### config.mk
export PLATFORM = sky130hd
export DESIGN_NAME = sram_req_arbiter
export DESIGN_NICKNAME = d
export VERILOG_FILES = /design/src/rtl/sram_req_arbiter.sv
export SDC_FILE = /design/constraint.sdc
export NUM_CORES = 1
export LEC_CHECK = 0
export CORE_AREA = 2 2 91 93
export CTS_CLUSTER_SIZE = 25
export DETAILED_ROUTE_END_ITERATION = 6
export DIE_AREA = 0 0 93 95
export PLACE_DENSITY = 0.82
export SYNTH_ARGS = -nofsm -noshare
export SYNTH_HDL_FRONTEND = slang
export SYNTH_SLANG_ARGS = --single-unit
export TNS_END_PERCENT = 50
### constraint.sdc
create_clock -name CLK -period 3.41 [get_ports CLK]
set_input_delay 0.682 -clock CLK [delete_from_list [all_inputs] [get_ports CLK]]
set_output_delay 0.682 -clock CLK [all_outputs]
set_load 0.01 [all_outputs]
### src/rtl/sram_req_arbiter.sv
// Request arbiter in front of the ZBT SRAM controller: one write client and two read clients
// share one request port, and a tag FIFO routes in-order read data back to its owner.
module sram_req_arbiter #(
    parameter int unsigned addr_width   = 18,
    parameter int unsigned data_width   = 32,
    parameter int unsigned TAG_DEPTH    = 4,
    parameter int unsigned STARVE_LIMIT = 8
) (
    input  logic                  CLK,
    input  logic                  RST_N,
    input  logic                  wr_req_valid,
    input  logic [addr_width-1:0] wr_req_addr,
    input  logic [data_width-1:0] wr_req_data,
    output logic                  wr_req_ready,
    input  logic                  rd0_req_valid,
    input  logic [addr_width-1:0] rd0_req_addr,
    output logic                  rd0_req_ready,
    output logic                  rd0_resp_valid,
    input  logic                  rd0_resp_ready,
    input  logic                  rd1_req_valid,
    input  logic [addr_width-1:0] rd1_req_addr,
    output logic                  rd1_req_ready,
    output logic                  rd1_resp_valid,
    input  logic                  rd1_resp_ready,
    output logic [data_width-1:0] resp_data,
    output logic [addr_width-1:0] sram_rd_addr,
    output logic                  sram_rd_en,
    input  logic                  sram_rd_rdy,
    input  logic [data_width-1:0] sram_dout,
    input  logic                  sram_dout_rdy,
    output logic                  sram_dout_en,
    output logic [addr_width-1:0] sram_wr_addr,
    output logic [data_width-1:0] sram_wr_val,
    output logic                  sram_wr_en
);

    localparam int unsigned PtrW = $clog2(TAG_DEPTH);
    localparam int unsigned CntW = PtrW + 1;
    localparam int unsigned StW  = $clog2(STARVE_LIMIT + 1);

    logic [TAG_DEPTH-1:0] tag_mem_q;
    logic [PtrW-1:0]      wr_ptr_q, rd_ptr_q;
    logic [CntW-1:0]      tag_cnt_q, tag_cnt_d;
    logic [StW-1:0]       starve_q, starve_d;
    logic                 rr_last_q;

    logic rd_ok, force_rd, wr_gnt, rd_gnt, rd_sel;
    logic tag_full, tag_nonempty, head;
    logic push, pop;

    always_comb begin
        wr_gnt       = 1'b0;
        rd_gnt       = 1'b0;
        rd_sel       = 1'b0;
        tag_full     = (tag_cnt_q == CntW'(TAG_DEPTH));
        tag_nonempty = (tag_cnt_q != '0);
        head         = tag_mem_q[rd_ptr_q];

        rd_ok    = RST_N & sram_rd_rdy & ~tag_full & (rd0_req_valid | rd1_req_valid);
        force_rd = rd_ok & (starve_q == StW'(STARVE_LIMIT));
        wr_gnt   = RST_N & wr_req_valid & ~force_rd;
        rd_gnt   = ~wr_gnt & rd_ok;

        // On a tie the client that did not win last time goes next
        if (rd0_req_valid && rd1_req_valid) begin
            rd_sel = ~rr_last_q;
        end else begin
            rd_sel = rd1_req_valid;
        end

        wr_req_ready  = wr_gnt;
        sram_wr_en    = wr_gnt;
        sram_wr_addr  = wr_req_addr;
        sram_wr_val   = wr_req_data;

        sram_rd_en    = rd_gnt;
        sram_rd_addr  = rd_sel ? rd1_req_addr : rd0_req_addr;
        rd0_req_ready = rd_gnt & ~rd_sel;
        rd1_req_ready = rd_gnt & rd_sel;

        rd0_resp_valid = RST_N & sram_dout_rdy & tag_nonempty & ~head;
        rd1_resp_valid = RST_N & sram_dout_rdy & tag_nonempty & head;
        resp_data      = sram_dout;
        sram_dout_en   = (rd0_resp_valid & rd0_resp_ready) | (rd1_resp_valid & rd1_resp_ready);

        push = rd_gnt;
        pop  = sram_dout_en;

        tag_cnt_d = tag_cnt_q;
        unique case ({push, pop})
            2'b10:   tag_cnt_d = tag_cnt_q + CntW'(1);
            2'b01:   tag_cnt_d = tag_cnt_q - CntW'(1);
            default: tag_cnt_d = tag_cnt_q;
        endcase

        starve_d = starve_q;
        if (rd_gnt || !rd_ok) begin
            starve_d = '0;
        end else if (wr_gnt && (starve_q != StW'(STARVE_LIMIT))) begin
            starve_d = starve_q + StW'(1);
        end
    end

    always_ff @(posedge CLK) begin
        if (!RST_N) begin
            tag_mem_q <= '0;
            wr_ptr_q  <= '0;
            rd_ptr_q  <= '0;
            tag_cnt_q <= '0;
            starve_q  <= '0;
            rr_last_q <= 1'b1;
        end else begin
            if (push) begin
                tag_mem_q[wr_ptr_q] <= rd_sel;
                wr_ptr_q            <= wr_ptr_q + PtrW'(1);
                rr_last_q           <= rd_sel;
            end
            if (pop) begin
                rd_ptr_q <= rd_ptr_q + PtrW'(1);
            end
            tag_cnt_q <= tag_cnt_d;
            starve_q  <= starve_d;
        end
    end

    // Read data with no outstanding tag means the controller and arbiter have lost sync
    assert property (@(posedge CLK) disable iff (!RST_N) !(sram_dout_rdy && !tag_nonempty));

endmodule

Word-level counts from Yosys, hierarchy flattened
Cells that the tools add are included.
{"block": "word_totals", "reg_bits": 16, "out_inout_bits": 108, "word_cells": 59}
{"block": "classes", "addsub": 5, "order_cmp": 3, "n_eq_ne": 5, "muxes": 8, "bitwise": 24, "n_reduce_logical": 8}
{"operator": "$mux 18", "count": 1}
{"operator": "$and 1x1->1", "count": 15}
{"operator": "$not 1->1", "count": 7}
{"operator": "$lt 2x3->1 const B", "count": 2}
{"operator": "$pmux 3 s2", "count": 1}
{"operator": "$add 2x1->2 const B", "count": 2}
{"operator": "$add 4x1->4 const B", "count": 1}
{"operator": "$bwmux 4", "count": 1}
{"operator": "$eq 4x4->1 const B", "count": 1}
{"operator": "$ne 4x4->1 const B", "count": 1}
{"operator": "$add 3x1->3 const B", "count": 1}
{"operator": "$eq 3x3->1 const B", "count": 1}
{"operator": "$logic_and 1x1->1", "count": 3}
{"operator": "$mux 1", "count": 3}
{"operator": "$reduce_bool 3->1", "count": 1}
{"operator": "$sub 3x1->3 const B", "count": 1}
{"operator": "$bmux 1 s2", "count": 1}
{"operator": "$demux 1 s2", "count": 1}
{"operator": "$eq 2x1->1 const B", "count": 1}
{"operator": "$eq 2x2->1 const B", "count": 1}
{"operator": "$ge 2x1->1 const B", "count": 1}
{"operator": "$or 1x1->1", "count": 2}
{"operator": "$reduce_bool 2->1", "count": 1}
{"operator": "$reduce_or 2->1", "count": 1}
{"operator": "2 further kinds", "count": 2}

Depth between registers and ports, before layout
{"block": "logic_depth", "depth_word": 11, "depth_mapped": 11, "mapped_depth_nobuf": 11}

Least setup slack after synthesis
Ideal clock, no wire load.
{"block": "synth_path", "kind": "input to register", "start": "input port RST_N", "end": "register tag_cnt_q[2]", "setup_ps": 70, "arrival_time_ps": 2499, "path_slack_ps": 841, "path_stages": 9, "n_path_buf": 1, "cell_sequence": "buf_6 > o311ai_0 > nor2_1 > ha_1 > inv_1 > fa_1 > xor2_1 > or3_1 > a21oi_1"}
{"block": "synth_via", "word_cells_on_any_way": 20}
{"item": "from (decl)", "line": "10", "rtl": "input logic RST_N,"}
{"item": "$and 1x1->1 (*) (2 in a row)", "line": "81, 82"}
{"item": "$and 1x1->1, on equally long branches", "line": "81, 82"}
{"item": "$and 1x1->1", "line": "84", "rtl": "sram_dout_en = (rd0_resp_valid & rd0_resp_ready) | (rd1_resp_valid & rd1_resp_ready);"}
{"item": "$or 1x1->1 (*)", "line": "84"}
{"item": "named net sram_dout_en", "line": "31", "rtl": "output logic sram_dout_en,"}
{"item": "$eq 2x1->1 or $eq 2x2->1 (tied branches)", "line": "90", "rtl": "unique case ({push, pop})"}
{"item": "$pmux 3 s2 or $reduce_bool 2->1 (tied branches)"}
{"item": "to (signal assigned)", "line": "121", "rtl": "tag_cnt_q <= tag_cnt_d;"}
{"item": "to (decl)", "line": "43", "rtl": "logic [CntW-1:0] tag_cnt_q, tag_cnt_d;"}
Mark *: on every way through the listed nets, which the timed path passes. The rest lies on a longest branch.
A chain may end at the register's enable or synchronous reset.

Final worst setup path
{"block": "layout_path", "start": "input port RST_N", "end": "output port sram_dout_en"}
{"block": "layout_via", "elab_chain_cells": 5, "word_cells_on_any_way": 7}
{"item": "$and 1x1->1 (*) (2 in a row)", "line": "81, 82"}
{"item": "$and 1x1->1, on equally long branches", "line": "81, 82"}
{"item": "$and 1x1->1", "line": "84"}
{"item": "$or 1x1->1 (*)", "line": "84"}
{"item": "to (decl)", "line": "31"}
Every way passes the cells marked *; elsewhere a longest branch is shown, timed or not.

==> key figures <==
Layout
  – Cell Count, Final, Fillers Out: 296
  – Nets: 327
  – Diodes inserted: 0
  – P&R area growth vs syn: 16.2%
  – Fillcell total: 846
  – Ratio of cells with drive above 1 in the final layout: 0.168

Worst setup path
  – Crit path launch type: input pin
  – Signal arrival time at the worst endpoint: 2.54 ns
  – Req. time, crit path: 2.73 ns
  – Worst R2R Start: rd_ptr_q[1]$_SDFFE_PN0N_
  – R2R depth: 10
  – CP Capture Type: primary output
  – WS Path Type: in2out
  – Reg-to-reg endpoint: tag_cnt_q[2]$_SDFFE_PN0P_
  – CP max FO: 8
  – Reg2reg setup slack: 0.85 ns

Logic synthesis
  – Syn. warnings: 0
  – Post-synthesis register bit count: 16
  – Syn Area/Cell: 8.71 um^2
  – Synthesized cell area: 0.00174 mm^2
  – Seq/Total Area, Yosys: 0.184
  – Synthesized net count: 335
  – Yosys cell types: 30
  – Synth Instances: 200

CTS
  – Clock latency on the worst-skew pair: 0.25 ns
  – Post-CTS sizing: 0
  – Post-CTS setup buffer count: 0
  – Clock Pin Slew Worst Setup and Hold Paths: 0.06 ns
  – CTS Root Cell: clkbuf_8
  – TritonCTS Sinks: 16
  – Count of hold-fix buffers inserted at cts: 0
  – CTS H-tree lvls: 1
  – CTS buffer count: 3
  – CTS tree: yes
  – Clk buf depth: 2

GRT
  – Largest net degree at the start of global routing: 22
  – Vias in the first global route: 1260
  – First-pass GRT wire length: 5580 um
  – Initial antenna violation count: 0
  – GRT overflow: 0
  – Gr usage total: 0.0782

Drt
  – Via count: 1171
  – Routed wire length: 3530 um
  – Pre-Repair DR Iteration Count: 4
  – DR iter-0 viols: 33
  – Post-DR vias/cell: 3.96
  – Post-DR wirelength/cell: 11.9 um
  – Remaining DRCs: 0
  – Number of routed nets with antenna violations: 0

Place
  – Port Buffers: 70
  – Final Wtd Congestion: 0.735
  – Setup WS pre-CTS: 0.112 ns
  – Post-DP HPWL: 3010 um
  – Placed cell count: 292

Timing
  – Setup TNS Final: 0 ns
  – Final hold vios: 0
  – Slew headroom: 0.389
  – Final min period: 3.22 ns
  – Worst Clk Skew: 0.00103 ns
  – Final worst slack: 0.193 ns
  – Slew @ Worst Pin: 0.905 ns
  – Slew Viols, Final: 0
  – Achievable frequency: 311 MHz
  – Crit share post-route: 0.943
  – RSZ-0062 raised after global routing: no
  – Final setup fails: 0

Hold path
  – Hold Path Class: reg2reg
  – Hold path depth: 2
  – Hold Path End: tag_mem_q[2]$_SDFFE_PN0P_
  – HP Start: tag_mem_q[2]$_SDFFE_PN0P_

Pwr
  – Clock Power Share: 0.311
  – P_sw: 127 uW
  – LEAKAGE: 0.748 nW
  – Seq pwr share: 0.365
  – Power density over the cells: 265 mW/mm^2
  – IR Drop Worst-Case VDD: 0.128 mV
  – Net Sw Frac: 0.238
  – Int Pwr: 408 uW
  – Combinational Power Share: 0.324

Floorplan
  – Io pins: 235
  – Die width: 93 um
  – Core Area: 0.00793 mm^2
  – Die ar.: 0.00884 mm^2
  – Initial Util: 0.220
  – Die Span Y: 95 um
  – Row cnt: 33

Outcome
  – Status: complete, no violations

Job
  – Max cap viols: 0
-- logic make-up (layout without fill, tap and decap cells) --
family,after synthesis,count (layout),synth area share
fa+ha+maj,8,8,0.0618
xor+xnor,5,5,0.0251
flops,16,16,0.184
simple gates,34,34,0.0977
compound gates,11,11,0.0539
buf+inv,96,87,0.392
mux,30,30,0.186
-- area by class of cell --
type	count	area (um^2)	area share
Clock buffer	4	55.1	0.0272
Tap cell	105	131	0.0649
Inverter	10	37.5	0.0186
Multi-Input combinational cell	88	743	0.367
Timing Repair Buffer	73	736	0.364
Sequential cell	16	320	0.158
-- critical path: stages --
cell and delay, ns:
clkdlybuf4s50_1 0.52, buf_4 0.17, o311ai_0 0.30, nor2_1 0.27
clkdlybuf4s50_1 0.60
-- placed cells by master, fill, tap and decap left out, types with 2 or more instances in the layout --
cell              n
a21oi_1           3
buf_4             2
clkbuf_8          4
clkdlybuf4s50_1  70
dfxtp_1          16
ha_1              7
inv_1             9
mux2_2           19
mux2i_1          11
nand2_1          11
nor2_1           14
nor3b_1           2
xnor2_1           2
xor2_1            3
-- per-layer routing --
layer / part of all wire / track usage
met2: 0.49 / 0.136
met3: 0.16 / 0.0495
met4: 0.0054 / 0.0221
met1: 0.34 / 0.0774
met5: 0 / 0
-- through the flow --
| step | instance area (um^2) | hold WS, ns | utilization | power (mW) |
|---|---|---|---|---|
| after floorplan | 1740 | 0.430 | - | 0.367 |
| after global placement | 1970 | 0.451 | 0.248 | 0.372 |
| after detailed placement | 1970 | 0.458 | 0.248 | 0.374 |
| after CTS | 2020 | 0.472 | 0.255 | 0.545 |
| after global routing | 2020 | 0.497 | 0.255 | 0.565 |
| final | 2020 | 0.468 | 0.255 | 0.536 |
-- power by group through the flow --
stage | logic (mW) | clock network (mW) | registers, mW
after floorplan | 0.168 | 0 | 0.199
after global placement | 0.173 | 0 | 0.199
after detailed placement | 0.175 | 0 | 0.200
after CTS | 0.176 | 0.173 | 0.195
after global routing | 0.187 | 0.182 | 0.196
final | 0.174 | 0.167 | 0.196
-- cells in the mapped netlist --
cell       n  area share
o311ai_0   1      0.0050
mux2i_1   11       0.063
dfxtp_1   16        0.18
and2b_1    1      0.0043
o21ai_0    1      0.0029
nand3b_4   1       0.011
a221oi_4   1       0.015
nor2_1    14       0.030
or3_1      1      0.0036
a21oi_1    3      0.0086
buf_4     83        0.36
fa_1       1       0.011
nor3b_1    2      0.0086
and2_4     1      0.0050
xor2_1     3       0.015
a21boi_0   2      0.0086
ha_1       7       0.050
inv_1      9       0.019
xnor2_1    2       0.010
mux2_2    19        0.12
inv_2      1      0.0022
a211o_1    1      0.0050
buf_6      1      0.0065
o211ai_1   1      0.0043
and2_2     1      0.0043
nand2_1   11       0.024
buf_2      2      0.0057
nand3_1    1      0.0029
nand4_1    1      0.0036
o21bai_1   1      0.0043
-- registers in the layout (all words and copies together), names as in the netlist --
name	flops
rd_ptr_q	2
rr_last_q	1
starve_q	4
tag_cnt_q	3
tag_mem_q	4
wr_ptr_q	2
-- how the worst max path moves through the flow --
stage,startpoint,cells past startpoint,endpoint
6_report,RST_N,5,sram_dout_en
5_1_grt,RST_N,5,sram_dout_en
4_1_cts,RST_N,5,sram_dout_en
3_5_place_dp,RST_N,10,tag_cnt_q[2]$_SDFFE_PN0P_
3_3_place_gp,RST_N,10,tag_cnt_q[2]$_SDFFE_PN0P_
2_1_floorplan,RST_N,9,tag_cnt_q[2]$_SDFFE_PN0P_
Note: power is estimated with default switching activity, not from simulation.
